**src/rtl/move_tick_scheduler.sv**
```systemverilog
// move_tick_scheduler: cleans the three board buttons and paces the car game
// FSM. Move ticks are released on frame_start every FRAMES_PER_MOVE frames.
// Ticks are suppressed during a collision, and a clean btnC press produces a
// one-cycle restart pulse.

// Per-button cleaner: a 2-FF synchroniser followed by a stability counter.
// The clean level follows the synced level only after the two have differed
// for DEBOUNCE_CYCLES consecutive cycles. Any agreeing cycle restarts the
// count, so short glitches never reach the clean level.
module mts_btn_clean #(
   parameter int DEBOUNCE_CYCLES = 1_000_000,
   parameter int DB_W            = 20
) (
   input  logic clk,
   input  logic rst,
   input  logic raw_i,
   output logic clean_o
);

   logic            sync1_q, sync2_q;
   logic            clean_q, clean_d;
   logic [DB_W-1:0] cnt_q, cnt_d;

   // Two-stage synchroniser for the asynchronous button level
   always_ff @(posedge clk) begin
      if (rst) begin
         sync1_q <= 1'b0;
         sync2_q <= 1'b0;
      end else begin
         sync1_q <= raw_i;
         sync2_q <= sync1_q;
      end
   end

   // Count consecutive disagreeing cycles and flip the clean level on the last one
   always_comb begin
      clean_d = clean_q;
      cnt_d   = '0;
      if (sync2_q != clean_q) begin
         if (cnt_q == DB_W'(DEBOUNCE_CYCLES - 1)) begin
            clean_d = sync2_q;
            cnt_d   = '0;
         end else begin
            cnt_d = cnt_q + DB_W'(1);
         end
      end
   end

   // Debounce state registers
   always_ff @(posedge clk) begin
      if (rst) begin
         clean_q <= 1'b0;
         cnt_q   <= '0;
      end else begin
         clean_q <= clean_d;
         cnt_q   <= cnt_d;
      end
   end

   assign clean_o = clean_q;

endmodule

module move_tick_scheduler #(
   parameter int DEBOUNCE_CYCLES = 1_000_000,
   parameter int DB_W            = 20,
   parameter int FRAMES_PER_MOVE = 4,
   parameter int FR_W            = 3
) (
   input  logic       clk,
   input  logic       rst,
   input  logic       frame_start,
   input  logic       btnL,
   input  logic       btnR,
   input  logic       btnC,
   input  logic       collide,
   output logic       move_tick,
   output logic       move_left,
   output logic       move_right,
   output logic       restart,
   output logic [1:0] sched_state
);

   localparam int NUM_BTN = 3;
   localparam int BTN_L   = 0;
   localparam int BTN_R   = 1;
   localparam int BTN_C   = 2;

   localparam logic [1:0] ST_RUN      = 2'b00;
   localparam logic [1:0] ST_HOLD     = 2'b01;
   localparam logic [1:0] ST_RESTART  = 2'b10;
   localparam logic [1:0] ST_WAIT_REL = 2'b11;

   logic [NUM_BTN-1:0] raw_btn;
   logic [NUM_BTN-1:0] clean_btn;

   assign raw_btn = {btnC, btnR, btnL};

   // One cleaner per button, all identical
   for (genvar b = 0; b < NUM_BTN; b++) begin : g_btn
      mts_btn_clean #(
         .DEBOUNCE_CYCLES (DEBOUNCE_CYCLES),
         .DB_W            (DB_W)
      ) u_clean (
         .clk     (clk),
         .rst     (rst),
         .raw_i   (raw_btn[b]),
         .clean_o (clean_btn[b])
      );
   end

   logic c_prev_q;
   logic c_rise;

   // Previous clean btnC level, used to find its rising edge
   always_ff @(posedge clk) begin
      if (rst) c_prev_q <= 1'b0;
      else     c_prev_q <= clean_btn[BTN_C];
   end

   assign c_rise = clean_btn[BTN_C] & ~c_prev_q;

   logic [1:0]      state_q, state_d;
   logic [FR_W-1:0] fcnt_q, fcnt_d;
   logic            tick_q, tick_d;
   logic            left_q, left_d;
   logic            right_q, right_d;

   // Scheduler next state. Collide outranks a btnC edge, which outranks frame_start
   always_comb begin
      state_d = state_q;
      fcnt_d  = fcnt_q;
      tick_d  = 1'b0;
      left_d  = 1'b0;
      right_d = 1'b0;
      case (state_q)
         ST_RUN: begin
            if (collide) begin
               state_d = ST_HOLD;
               fcnt_d  = '0;
            end else if (c_rise) begin
               state_d = ST_RESTART;
            end else if (frame_start) begin
               if (fcnt_q == FR_W'(FRAMES_PER_MOVE - 1)) begin
                  tick_d  = 1'b1;
                  // Pressing both buttons cancels the step; the FSM idles on the tick
                  left_d  = clean_btn[BTN_L] & ~clean_btn[BTN_R];
                  right_d = clean_btn[BTN_R] & ~clean_btn[BTN_L];
                  fcnt_d  = '0;
               end else begin
                  fcnt_d = fcnt_q + FR_W'(1);
               end
            end
         end
         ST_HOLD: begin
            fcnt_d = '0;
            if (c_rise) state_d = ST_RESTART;
         end
         ST_RESTART: begin
            fcnt_d  = '0;
            state_d = ST_WAIT_REL;
         end
         ST_WAIT_REL: begin
            fcnt_d = '0;
            if (!clean_btn[BTN_C]) state_d = ST_RUN;
         end
         default: begin
            state_d = ST_RUN;
            fcnt_d  = '0;
         end
      endcase
   end

   // Scheduler state and registered tick outputs. Reset drops any pending pulse
   always_ff @(posedge clk) begin
      if (rst) begin
         state_q <= ST_RUN;
         fcnt_q  <= '0;
         tick_q  <= 1'b0;
         left_q  <= 1'b0;
         right_q <= 1'b0;
      end else begin
         state_q <= state_d;
         fcnt_q  <= fcnt_d;
         tick_q  <= tick_d;
         left_q  <= left_d;
         right_q <= right_d;
      end
   end

   assign move_tick   = tick_q;
   assign move_left   = left_q;
   assign move_right  = right_q;
   assign restart     = (state_q == ST_RESTART);
   assign sched_state = state_q;

endmodule

```
**config.mk**
```make
export PLATFORM = sky130hd
export DESIGN_NAME = move_tick_scheduler
export DESIGN_NICKNAME = d
export VERILOG_FILES = /design/src/rtl/move_tick_scheduler.sv
export SDC_FILE = /design/constraint.sdc
export NUM_CORES = 1
export LEC_CHECK = 0
export ABC_CLOCK_PERIOD_IN_PS = 2700
export CORE_ASPECT_RATIO = 1.2
export CORE_UTILIZATION = 50
export CTS_CLUSTER_DIAMETER = 150
export DETAILED_ROUTE_END_ITERATION = 8
export GPL_ROUTABILITY_DRIVEN = 0
export PLACE_DENSITY = 0.67
export RECOVER_POWER = 25
export SYNTH_ARGS = -nofsm -noshare
export SYNTH_HDL_FRONTEND = slang
export SYNTH_SLANG_ARGS = --single-unit
```
**constraint.sdc**
```tcl
create_clock -name clk -period 2.7 [get_ports clk]
set_input_delay 0.675 -clock clk [delete_from_list [all_inputs] [get_ports clk]]
set_output_delay 0.675 -clock clk [all_outputs]
set_load 0.05 [all_outputs]
```
## Yosys cells after proc, flatten, opt, wreduce, memory -nomap -nowiden

Cells that the tools add are included.

- Flip-flop bits (word level): 78
- Output and inout port bits: 6
- Input bits: 7

- Add/subtract/negate cells: 4
- Reductions and logical operators: 11
- Bitwise gates (word level): 12
- Equality and inequality tests: 13
- Muxes and demuxes: 10

Operators by type and width:

| operator | count |
|---|---|
| 20-bit by 1-bit adder with 20-bit output (second input constant) | 3 |
| 20-bit == test (second input constant) | 3 |
| 3-bit 2-to-1 mux | 4 |
| 3-bit OR reduction | 4 |
| 1-bit NOT | 9 |
| 2-bit case mux with 4 select lines | 1 |
| 2-bit AND reduction | 4 |
| 2-bit 2-to-1 mux | 3 |
| 3-bit != test (second input constant) | 2 |
| 3-bit case mux with 2 select lines | 1 |
| 6-bit OR reduction | 1 |
| 5-bit OR reduction | 1 |
| 2-bit == test (second input constant) | 2 |
| 3-bit by 1-bit adder with 3-bit output (second input constant) | 1 |
| 1-bit AND | 3 |
| 3-bit by 2-bit == test with 1-bit output (second input constant) | 1 |
| 1-bit != test | 3 |
| 2-bit by 1-bit == test with 1-bit output (second input constant) | 1 |
| 2-bit zero test | 1 |
| 2-bit != test (second input constant) | 1 |
| 1-bit 2-to-1 mux | 1 |

## Logic depth before layout (Yosys ltp)

Gate-level depths: netlist of the first run.

- Depth in word-level cells: 6
- Depth in mapped cells: 6
- Gate-level depth less buffers: 5

## Cells and area by module

Synthesis of the first run repeated with hierarchy kept, for this count alone.

- Cell total of the unflattened synthesis: 389
- Area, all modules: 3,472.1 um^2

By module, submodules not included:

| module | seq. area each (um^2) | area an instance (um^2) | cells an instance | times used |
|---|---|---|---|---|
| mts_btn_clean | 460.4 | 1,029.7 | 117 | 3 |
| move_tick_scheduler | 180.2 | 382.9 | 38 | 1 |

## Least setup slack after synthesis of the first run

No wires, ideal clock.

- Path kind: flip-flop to output port
- From: reg state_q[1] (netlist: sched_state[1])
- To: out restart
- Stages on the path, launching flop included: 2
- Buffers on the path: 0
- Slack: 542 ps
- Data arrival time: 1,483 ps
- Required time: 2,025 ps
- Cell sequence: dfxtp_1 > nor2b_1

- Cells in the longest elaborated chain, start to end: 1

RTL lines:

| what | RTL line | source |
|---|---|---|
| from (decl) | 123 | `logic [1:0] state_q, state_d;` |
| from (signal assigned) | 183 | `state_q <= state_d;` |
| 2-bit == test | 194 | `assign restart = (state_q == ST_RESTART);` |
| to (decl) | 80 | `output logic restart,` |

No other way between the ends.

## Worst setup path after layout of the first run

Ends and elaborated chain as after synthesis.

==> insert_results.sql, run 1 <==
INSERT INTO impl_metrics (metric_group, metric, value, unit) VALUES
('drt', 'route.detailed.vias_per_inst', '5.35', ''),
('timing', 'timing_worst_slew_pin_value', '0.765', 'ns'),
('place', 'post-dp-hpwl', '4.08', 'mm'),
('timing', 'rsz0062_at_grt', 'false', ''),
('yosys', 'synth_seq_cells', '78', ''),
('timing', 'fin_skew', '0.0153', 'ns'),
('clocking', 'cts_resized', '0', ''),
('drt', 'wl_per_cell', '12.1', 'um'),
('place', 'port_buffers', '12', ''),
('drt', 'pre_repair_dr_iteration_count', '4', ''),
('timing', 'layout_worst_path_cycle_share', '90.6', '%'),
('critical_path', 'criticalPathCategory', 'reg -> out', ''),
('yosys', 'synthesis.yosys.warnings', '0', ''),
('finish', 'final_core_util', '58.2', '%'),
('global_route', 'grt_max_degree', '21', ''),
('clocking', 'cts-hold-fix-buffers', '0', ''),
('clocking', 'ctsRootBufferMaster', 'sky130_fd_sc_hd__clkbuf_8', ''),
('power', 'power_density_over_the_cells', '560', 'nW/um^2'),
('timing', 'highest_clock_rate', '0.409', 'GHz'),
('timing', 'drv_slew', '0', ''),
('floorplanning', 'design.die.area', '7020', 'sq um'),
('yosys', 'synth_cell_type_count', '35', ''),
('drt', 'totalWireLength', '5.91', 'mm'),
('status', 'run_status', 'finished clean', ''),
('power', 'peakVddDrop', '0.438', 'mV'),
('clocking', 'clk_path_buf_depth', '2', ''),
('run', 'cap_violations', '0', ''),
('yosys', 'postSynthNetCount', '393', ''),
('global_route', 'gr-usage-met2', '31.7', '%'),
('floorplanning', 'io_pins', '13', ''),
('yosys', 'netlist_area', '3340', 'sq um'),
('power', 'leakage_power_of_the_design', '1.12', 'nW'),
('finish', 'layout-area-overhead-vs-synth', '12.1', '%'),
('drt', 'post-route-drc-count', '0', ''),
('critical_path', 'start_kind', 'register', ''),
('floorplanning', 'dieHeight', '91.6', 'um'),
('yosys', 'yosysTopAreaCell', 'sky130_fd_sc_hd__dfxtp_1', ''),
('yosys', 'netlist_top_cells_area', 'sky130_fd_sc_hd__dfxtp_1 47%, sky130_fd_sc_hd__xnor2_1 5.2%, sky130_fd_sc_hd__nor2_1 4.7%', ''),
('global_route', 'initial_antenna_violation_count', '0', ''),
('global_route', 'grt_usage', '19.2', '%'),
('clocking', 'postCtsSetupRepairBufs', '0', ''),
('drt', 'first_iter_violations', '57', ''),
('critical_path', 'cp_data_required_time', '2.03', 'ns'),
('global_route', 'grt_first_pass_wirelength', '10.9', 'mm'),
('global_route', 'overflow', '0', ''),
('timing', 'finalCriticalPeriod', '2.45', 'ns'),
('clocking', 'htree_num_levels', '3', ''),
('clocking', 'clock_sinks', '78', ''),
('floorplanning', 'core_region_area', '6450', 'sq um'),
('timing', 'worst_slack', '0.255', 'ns'),
('timing', 'hold_ws', '0.438', 'ns'),
('yosys', 'synth_area_per_cell', '8.76', 'sq um'),
('global_route', 'grt-busiest-layer', 'met2', ''),
('power', 'p_total', '2.10', 'mW'),
('yosys', 'yosysSeqAreaShare', '46.7', '%'),
('critical_path', 'critical_path.endpoint_type', 'primary output', ''),
('finish', 'drive_above_1_share', '5.72', '%'),
('critical_path', 'worst-path-max-fanout', '6', ''),
('yosys', 'netlist.area_leader.share', '46.7', '%'),
('floorplanning', 'floorplan.initialDensity', '51.9', '%'),
('floorplanning', 'floorplan.rows', '32', ''),
('clocking', 'numCtsBuffers', '9', ''),
('place', 'dp_slack', '0.343', 'ns'),
('clocking', 'path_clk_slew', '0.09', 'ns'),
('finish', 'finish.net_count', '408', ''),
('timing', 'slew_headroom', '49.0', '%'),
('yosys', 'synthesis.instances', '382', ''),
('finish', 'antenna_cells', '0', ''),
('timing', 'finalHoldViolCount', '0', ''),
('drt', 'route.antenna.remaining_nets', '0', ''),
('global_route', 'grtUsageMet3', '3.52', '%'),
('global_route', 'first_global_vias', '2506', ''),
('drt', 'total_number_of_vias', '2607', ''),
('timing', 'setup_tns', '0', 'ns'),
('global_route', 'grtUsageMet1', '23.2', '%'),
('clocking', 'worstSkewPairLatency', '0.35', 'ns'),
('floorplanning', 'die_x', '76.7', 'um'),
('timing', 'finalSetupViolCount', '0', ''),
('critical_path', 'worstPathArrival', '1.77', 'ns'),
('min_path', 'timing.hold.worst.class', 'reg -> reg', ''),
('clocking', 'tritoncts', 'built', '');
## synth_stat cells
cell	n
sky130_fd_sc_hd__and4_1	4
sky130_fd_sc_hd__nor4b_1	6
sky130_fd_sc_hd__nand3_1	20
sky130_fd_sc_hd__nand3_2	1
sky130_fd_sc_hd__and2_1	4
sky130_fd_sc_hd__and3_1	3
sky130_fd_sc_hd__clkbuf_1	10
sky130_fd_sc_hd__or3b_2	1
sky130_fd_sc_hd__and4_2	1
sky130_fd_sc_hd__nor4_1	5
sky130_fd_sc_hd__o21a_1	1
sky130_fd_sc_hd__nor4bb_1	1
sky130_fd_sc_hd__nor3b_1	4
sky130_fd_sc_hd__nand4_1	14
sky130_fd_sc_hd__nand2_1	21
sky130_fd_sc_hd__ha_1	4
sky130_fd_sc_hd__a21oi_1	26
sky130_fd_sc_hd__o21ai_1	2
sky130_fd_sc_hd__a311oi_1	1
sky130_fd_sc_hd__or3_1	18
sky130_fd_sc_hd__buf_2	3
sky130_fd_sc_hd__nor2_1	42
sky130_fd_sc_hd__nand2b_1	1
sky130_fd_sc_hd__o31ai_1	8
sky130_fd_sc_hd__o21ai_0	17
sky130_fd_sc_hd__nor3_1	6
sky130_fd_sc_hd__xnor2_1	20
sky130_fd_sc_hd__nor2b_1	10
sky130_fd_sc_hd__or4_1	10
sky130_fd_sc_hd__dfxtp_1	78
sky130_fd_sc_hd__mux2i_1	1
sky130_fd_sc_hd__xor2_1	17
sky130_fd_sc_hd__nand4b_1	3
sky130_fd_sc_hd__or2_2	2
sky130_fd_sc_hd__inv_1	17
## logic make-up after synthesis
kind of cell	Yosys count	share of synthesized area, %
mux	1	0.299
simple gates	177	29.3
fa+ha+maj	4	1.50
compound gates	55	9.02
buf+inv	30	3.48
xor+xnor	37	9.69
flops	78	46.7
## path summary, 6_finish.rpt
check / start / to / slack, ns / cells after the start
setup / recovery: sched_state[1]$_SDFFE_PP0P_ / restart / 0.25 / 2
hold / removal: g_btn[2].u_clean.cnt_q[0]$_SDFF_PP0_ / g_btn[2].u_clean.cnt_q[0]$_SDFF_PP0_ / 0.44 / 1
setup reg to reg: g_btn[1].u_clean.cnt_q[10]$_SDFF_PP0_ / g_btn[1].u_clean.cnt_q[18]$_SDFF_PP0_ / 0.82 / 4
hold reg to reg: g_btn[2].u_clean.cnt_q[0]$_SDFF_PP0_ / g_btn[2].u_clean.cnt_q[0]$_SDFF_PP0_ / 0.44 / 1
## flip-flops by register name, indices dropped and copies added (netlist names)
name / cells
c_prev_q: 1
fcnt_q: 3
g_btn.u_clean.clean_o: 3
g_btn.u_clean.cnt_q: 60
g_btn.u_clean.sync1_q: 3
g_btn.u_clean.sync2_q: 3
move_left: 1
move_right: 1
move_tick: 1
sched_state: 2
## per-layer routing
layer  up-vias  part of all wire, %
met5         -                    0
met4         0                  2.2
met3        12                  2.2
met2        22                   47
met1      1197                   49
li1       1376                    -
## metrics by stage
stage               instance area (sq um)  std cells
finish                               3750        487
CTS                                  3760        487
global route                         3750        487
detailed placement                   3560        471
floorplan                            3340        382
global placement                     3560        471
## report_power, final
part	leakage [nW]	total [mW]	internal [mW]	switching [mW]
Clock	0.0968	0.893	0.438	0.455
Combinational	0.390	0.0429	0.0192	0.0237
Sequential	0.630	1.16	1.16	0.00469
Total	1.12	2.10	1.61	0.484
## final cells by class
| class | instances | area (sq um) |
|---|---|---|
| clock inverters | 7 | 80.1 |
| fillers | 597 | 2700 |
| well taps | 85 | 106 |
| repair buffers | 17 | 146 |
| inverters | 17 | 63.8 |
| multi-input cells | 274 | 1670 |
| clock buffers | 9 | 124 |
| flip-flops and latches | 78 | 1560 |
## critical path, cell delays in order, from the launching register on
cell	delay [ns]
sky130_fd_sc_hd__dfxtp_1	0.41
sky130_fd_sc_hd__nor2b_1	0.19
sky130_fd_sc_hd__clkdlybuf4s50_1	0.82
## cell usage in the layout (no fill, tap or decap), drive strengths merged, types with 3 or more instances in the layout
cell type,n
a21oi,26
and2,4
and3,3
and4,5
clkbuf,12
clkdlybuf4s50,11
dfxtp,78
ha,4
inv,20
nand2,21
nand3,21
nand4,14
nand4b,3
nor2,42
nor2b,10
nor3,6
nor3b,4
nor4,5
nor4b,6
o21ai,19
o31ai,8
or3,18
or4,10
xnor2,20
xor2,17
No activity file was read; power rests on OpenSTA's default activity.
==> inputs of run 2 (changes only) <==
--- a/config.mk
+++ b/config.mk
@@ -13,6 +13,7 @@
 export GPL_ROUTABILITY_DRIVEN = 0
 export PLACE_DENSITY = 0.67
 export RECOVER_POWER = 25
+export REMOVE_ABC_BUFFERS = 1
 export SYNTH_ARGS = -nofsm -noshare
 export SYNTH_HDL_FRONTEND = slang
 export SYNTH_SLANG_ARGS = --single-unit
==> run 2 against run 1 <==
Compared with the run above: worst setup slack improved by 0.0083 ns; final cell count fell by 0.41%; die area did not move; fmax rose by 0.34%; hold slack improved by 0.0011 ns; count of clock-buffer cells in the layout rose by 2; power rose by 3.3%; critical path type unchanged.
==> insert_results.sql, run 2 (synthesis gave the netlist of run 1 again) <==
INSERT INTO impl_metrics (metric_group, metric, value, unit) VALUES
('min_path', 'hold_path.startpoint', 'g_btn[2].u_clean.cnt_q[0]$_SDFF_PP0_', ''),
('timing', 'hold_ws', '0.439', 'ns'),
('place', 'port_buffers', '12', ''),
('global_route', 'grt_first_pass_wirelength', '10.7', 'mm'),
('timing', 'slew_headroom', '51.3', '%'),
('critical_path', 'r2r-start', 'g_btn[1].u_clean.cnt_q[10]$_SDFF_PP0_', ''),
('clocking', 'postCtsSetupRepairBufs', '0', ''),
('run', 'cap_violations', '0', ''),
('global_route', 'overflow', '0', ''),
('min_path', 'hold_depth', '1', ''),
('clocking', 'ctsRootBufferMaster', 'sky130_fd_sc_hd__clkbuf_8', ''),
('critical_path', 'cp_data_required_time', '2.03', 'ns'),
('global_route', 'grt_usage', '18.8', '%'),
('drt', 'first_iter_violations', '130', ''),
('floorplanning', 'io_pins', '13', ''),
('drt', 'wl_per_cell', '12.3', 'um'),
('floorplanning', 'die_x', '76.7', 'um'),
('timing', 'worst_slack', '0.263', 'ns'),
('timing', 'rsz0062_at_grt', 'false', ''),
('drt', 'post-route-drc-count', '0', ''),
('clocking', 'path_clk_slew', '0.08', 'ns'),
('place', 'dp_slack', '0.343', 'ns'),
('critical_path', 'worstSetupStartpoint', 'sched_state[1]$_SDFFE_PP0P_', ''),
('power', 'p_total', '2.17', 'mW'),
('critical_path', 'timing.critical_path.slowest_stage_cell', 'sky130_fd_sc_hd__clkdlybuf4s50_1', ''),
('timing', 'finalHoldViolCount', '0', ''),
('finish', 'largest_register_ff_count', '60', ''),
('finish', 'regArea', '1560', 'sq um'),
('timing', 'finalCriticalPeriod', '2.44', 'ns'),
('place', 'post-dp-hpwl', '4.19', 'mm'),
('clocking', 'cts-hold-fix-buffers', '0', ''),
('timing', 'finalSetupViolCount', '0', ''),
('finish', 'postLayoutCellArea', '3760', 'sq um'),
('global_route', 'grt_max_degree', '21', ''),
('clocking', 'tritoncts', 'built', ''),
('power', 'peakVddDrop', '0.309', 'mV'),
('global_route', 'first_global_vias', '2423', ''),
('drt', 'route.detailed.vias_per_inst', '5.45', ''),
('timing', 'drv_slew', '0', ''),
('critical_path', 'start_kind', 'register', ''),
('critical_path', 'cp_slowest_stage_delay', '0.82', 'ns'),
('drt', 'totalWireLength', '5.96', 'mm'),
('finish', 'multi_input_area', '1670', 'sq um'),
('clocking', 'worstSkewPairLatency', '0.34', 'ns'),
('finish', 'most-common-layout-cells', '78 x sky130_fd_sc_hd__dfxtp_1, 42 x sky130_fd_sc_hd__nor2_1, 26 x sky130_fd_sc_hd__a21oi_1, 21 x sky130_fd_sc_hd__nand2_1', ''),
('finish', 'registers.top_by_ff_count', 'g_btn.u_clean.cnt_q', ''),
('drt', 'pre_repair_dr_iteration_count', '5', ''),
('min_path', 'min_delay_worst_endpoint', 'g_btn[2].u_clean.cnt_q[0]$_SDFF_PP0_', ''),
('status', 'run_status', 'finished clean', ''),
('floorplanning', 'design.die.area', '7020', 'sq um'),
('critical_path', 'crit-reg2reg-capture', 'g_btn[1].u_clean.cnt_q[18]$_SDFF_PP0_', ''),
('power', 'power_density_over_the_cells', '576', 'nW/um^2'),
('finish', 'antenna_cells', '0', ''),
('finish', 'layout.cells.most_common', 'sky130_fd_sc_hd__dfxtp_1', ''),
('place', 'dpl_cell_area', '3550', 'sq um'),
('critical_path', 'rr_worst_depth', '4', ''),
('finish', 'drive_above_1_share', '5.75', '%'),
('timing', 'layout_worst_path_cycle_share', '90.3', '%'),
('critical_path', 'crit_chain', 'nor2b_1, clkdlybuf4s50_1', ''),
('floorplanning', 'floorplan.rows', '32', ''),
('finish', 'layout-area-overhead-vs-synth', '12.5', '%'),
('floorplanning', 'core_region_area', '6450', 'sq um'),
('timing', 'fin_skew', '0.00839', 'ns'),
('timing', 'timing_worst_slew_pin_value', '0.731', 'ns'),
('power', 'leakage_power_of_the_design', '1.14', 'nW'),
('floorplanning', 'floorplan.initialDensity', '51.9', '%'),
('clocking', 'numCtsBuffers', '9', ''),
('drt', 'route.antenna.remaining_nets', '0', ''),
('finish', 'layout.filler_cells', '583', ''),
('place', 'count_of_placed_standard_cells_including_taps', '470', ''),
('finish', 'final_core_util', '58.3', '%'),
('critical_path', 'critical_path.endpoint_type', 'primary output', ''),
('clocking', 'clk_path_buf_depth', '2', ''),
('critical_path', 'worstPathArrival', '1.76', 'ns'),
('finish', 'finish.net_count', '407', ''),
('min_path', 'timing.hold.worst.class', 'reg -> reg', ''),
('floorplanning', 'dieHeight', '91.6', 'um'),
('critical_path', 'reg2reg_slack', '0.81', 'ns'),
('clocking', 'htree_num_levels', '3', ''),
('critical_path', 'worst-path-max-fanout', '6', ''),
('global_route', 'initial_antenna_violation_count', '0', ''),
('critical_path', 'criticalPathCategory', 'reg -> out', ''),
('drt', 'total_number_of_vias', '2641', ''),
('clocking', 'cts_resized', '0', ''),
('finish', 'final-instance-count-excl-fill', '485', ''),
('timing', 'highest_clock_rate', '0.410', 'GHz'),
('timing', 'setup_tns', '0', 'ns'),
('clocking', 'clock_sinks', '78', '');
==> run 2: power by group <==
group	leakage [nW]	switching [mW]	internal [mW]
clock	0.115	0.400	0.563
combinational	0.391	0.0240	0.0187
sequential	0.630	0.00477	1.16
total	1.14	0.428	1.74
==> run 2: worst max-delay path by stage <==
stage,endpoint,cells after the start
2_1_floorplan,g_btn[2].u_clean.cnt_q[10]$_SDFF_PP0_,4
3_3_place_gp,move_left$_SDFF_PP0_,4
3_5_place_dp,move_right$_SDFF_PP0_,4
4_1_cts,restart,2
5_1_grt,restart,2
6_report,restart,2
==> run 2: routing by layer <==
layer	wire length, um	global-route usage (%)
met1	2760	21.9
met2	3000	33.1
met3	143	4.22
met4	61	7.69
met5	0	0
==> run 2: critical path: cells and delay by family (launching register included) <==
family / cells / cell delay (ns)
flops: 1 / 0.40
simple gates: 1 / 0.19
buf+inv: 1 / 0.82
==> run 2: area by class of cell <==
class                   count  area share [%]
well taps                  85            2.83
clock inverters             4            1.86
inverters                  17            1.70
multi-input cells         274            44.3
clock buffers              11            4.03
repair buffers             16            3.76
flip-flops and latches     78            41.5
==> inputs of run 3 (changes only) <==
--- a/config.mk
+++ b/config.mk
@@ -6,9 +6,10 @@
 export NUM_CORES = 1
 export LEC_CHECK = 0
 export ABC_CLOCK_PERIOD_IN_PS = 2700
-export CORE_ASPECT_RATIO = 1.2
+export CORE_ASPECT_RATIO = 1.25
 export CORE_UTILIZATION = 50
 export CTS_CLUSTER_DIAMETER = 150
+export CTS_CLUSTER_SIZE = 8
 export DETAILED_ROUTE_END_ITERATION = 8
 export GPL_ROUTABILITY_DRIVEN = 0
 export PLACE_DENSITY = 0.67
==> run 3 against run 2 <==
Compared with the run above: sequential share of layout area up 0.46 points; register-to-register slack barely moved; critical path depth did not move; final cell count increased by 0.21%; die area is essentially flat; via count rose by 0.80%; cell area shrank 1.1%; power decreased by 8.9%; core utilization rose by 0.46 points; global-route usage grew 0.73 points; routed wire length up 2.0%; fmax rose by 0.41%; highest routed layer unchanged.
==> insert_results.sql, run 3 (synthesis gave the netlist of run 1 again) <==
INSERT INTO impl_metrics (metric_group, metric, value, unit) VALUES
('status', 'run_status', 'finished clean', ''),
('clocking', 'postCtsSetupRepairBufs', '0', ''),
('drt', 'route.antenna.remaining_nets', '0', ''),
('global_route', 'first_global_vias', '2564', ''),
('floorplanning', 'die_x', '75.2', 'um'),
('clocking', 'cts-hold-fix-buffers', '0', ''),
('global_route', 'grt_usage', '19.6', '%'),
('drt', 'first_iter_violations', '172', ''),
('critical_path', 'path_buf_inv', '1', ''),
('timing', 'layout_worst_path_cycle_share', '89.9', '%'),
('timing', 'timing_worst_slew_pin_value', '0.728', 'ns'),
('clocking', 'clk_path_buf_depth', '2', ''),
('finish', 'most-common-layout-cells', '78 x sky130_fd_sc_hd__dfxtp_1, 42 x sky130_fd_sc_hd__nor2_1, 26 x sky130_fd_sc_hd__a21oi_1, 21 x sky130_fd_sc_hd__nand2_1', ''),
('clocking', 'numCtsBuffers', '9', ''),
('clocking', 'ctsRootBufferMaster', 'sky130_fd_sc_hd__clkbuf_8', ''),
('global_route', 'grt_max_degree', '20', ''),
('floorplanning', 'core_region_area', '6330', 'sq um'),
('critical_path', 'start_kind', 'register', ''),
('clocking', 'clock_sinks', '78', ''),
('timing', 'highest_clock_rate', '0.412', 'GHz'),
('min_path', 'hold_depth', '1', ''),
('clocking', 'cts_resized', '0', ''),
('finish', 'antenna_cells', '0', ''),
('floorplanning', 'floorplan.initialDensity', '52.9', '%'),
('clocking', 'htree_num_levels', '3', ''),
('finish', 'layout-area-overhead-vs-synth', '11.2', '%'),
('global_route', 'grt_first_pass_wirelength', '10.7', 'mm'),
('finish', 'layout.filler_cells', '614', ''),
('floorplanning', 'dieHeight', '93.4', 'um'),
('floorplanning', 'io_pins', '13', ''),
('critical_path', 'critical_path.endpoint_type', 'primary output', ''),
('timing', 'fin_skew', '0.0106', 'ns'),
('drt', 'pre_repair_dr_iteration_count', '5', ''),
('timing', 'finalHoldViolCount', '0', ''),
('power', 'leakage_power_of_the_design', '1.11', 'nW'),
('drt', 'post-route-drc-count', '0', ''),
('power', 'p_total', '1.97', 'mW'),
('global_route', 'overflow', '0', ''),
('timing', 'drv_slew', '0', ''),
('run', 'cap_violations', '0', ''),
('critical_path', 'cp_data_required_time', '2.03', 'ns'),
('critical_path', 'rr_worst_depth', '4', ''),
('finish', 'finish.net_count', '408', ''),
('critical_path', 'path_delay_family', 'buffers and inverters', ''),
('critical_path', 'timing.critical_path.slowest_stage_cell', 'sky130_fd_sc_hd__clkdlybuf4s50_1', ''),
('global_route', 'initial_antenna_violation_count', '0', ''),
('place', 'dpl_cell_area', '3560', 'sq um'),
('clocking', 'path_clk_slew', '0.08', 'ns'),
('timing', 'finalCriticalPeriod', '2.43', 'ns'),
('floorplanning', 'floorplan.rows', '32', ''),
('critical_path', 'crit_chain', 'nor2b_1, clkdlybuf4s50_1', ''),
('finish', 'final_core_util', '58.8', '%'),
('finish', 'largest_register_ff_count', '60', ''),
('place', 'port_buffers', '12', ''),
('critical_path', 'path_depth', '2', ''),
('critical_path', 'criticalPathCategory', 'reg -> out', ''),
('timing', 'finalSetupViolCount', '0', ''),
('finish', 'registers.top_by_ff_count', 'g_btn.u_clean.cnt_q', ''),
('timing', 'setup_tns', '0', 'ns'),
('finish', 'layout.cells.most_common', 'sky130_fd_sc_hd__dfxtp_1', ''),
('power', 'peakVddDrop', '0.332', 'mV'),
('floorplanning', 'design.die.area', '7020', 'sq um'),
('critical_path', 'worst-path-max-fanout', '6', ''),
('min_path', 'timing.hold.worst.class', 'reg -> reg', ''),
('clocking', 'worstSkewPairLatency', '0.34', 'ns'),
('drt', 'route.detailed.vias_per_inst', '5.48', ''),
('critical_path', 'cp_slowest_stage_delay', '0.82', 'ns'),
('timing', 'rsz0062_at_grt', 'false', ''),
('finish', 'drive_above_1_share', '5.99', '%'),
('drt', 'wl_per_cell', '12.5', 'um'),
('timing', 'hold_ws', '0.439', 'ns'),
('timing', 'slew_headroom', '51.5', '%'),
('power', 'power_density_over_the_cells', '531', 'nW/um^2'),
('finish', 'postLayoutCellArea', '3720', 'sq um'),
('clocking', 'tritoncts', 'built', ''),
('place', 'post-dp-hpwl', '4.23', 'mm'),
('drt', 'totalWireLength', '6.08', 'mm'),
('drt', 'total_number_of_vias', '2662', ''),
('critical_path', 'worstPathArrival', '1.75', 'ns');
[run 3: path summary, 6_finish.rpt]
kind                                         startpoint                                     to  slack [ns]
hold reg to reg     g_btn[1].u_clean.sync1_q$_SDFF_PP0_    g_btn[1].u_clean.sync2_q$_SDFF_PP0_        0.44
setup / recovery            sched_state[1]$_SDFFE_PP0P_                                restart        0.27
setup reg to reg  g_btn[1].u_clean.cnt_q[10]$_SDFF_PP0_  g_btn[1].u_clean.cnt_q[18]$_SDFF_PP0_        0.81
hold / removal      g_btn[1].u_clean.sync1_q$_SDFF_PP0_    g_btn[1].u_clean.sync2_q$_SDFF_PP0_        0.44
[run 3: cell type report]
cell class / instances / area [sq um] / share of cell area [%]
Clock buffer: 10 / 138 / 3.70
Sequential cell: 78 / 1560 / 42.0
Timing Repair Buffer: 17 / 149 / 4.00
Multi-Input combinational cell: 274 / 1670 / 44.8
Inverter: 17 / 63.8 / 1.72
Tap cell: 85 / 106 / 2.86
Clock inverter: 5 / 35.0 / 0.942
[run 3: power breakdown]
group          internal, mW  total [mW]  leakage (nW)  switching, mW
clock network         0.355       0.771        0.0885          0.416
logic                0.0191      0.0427         0.395         0.0236
registers              1.16        1.16         0.630        0.00450
total                  1.53        1.97          1.11          0.444
[run 3: through the flow]
step,cells,setup slack [ns]
2_1_floorplan,369,0.515
3_3_place_gp,471,0.384
3_5_place_dp,471,0.299
4_1_cts,486,0.251
5_1_grt,486,0.173
6_report,486,0.273
[run 3: metal layers]
metal / track usage [%] / wire length (um) / part of all wire (%) / vias to the layer above
met3: 3.66 / 138 / 2.3 / 12
met2: 33.1 / 2940 / 48 / 27
met5: 0 / 0 / 0 / -
met4: 9.57 / 104 / 1.7 / 0
met1: 23.3 / 2900 / 48 / 1250
li1: - / - / - / 1373
[run 3: worst reg2reg max path: cells and delay by family, from the launching register on]
family           cells  cell delay, ns
flip-flops           1            0.43
AND/OR/NAND/NOR      3            1.23
AO/OA/AOI/OAI        1            0.15
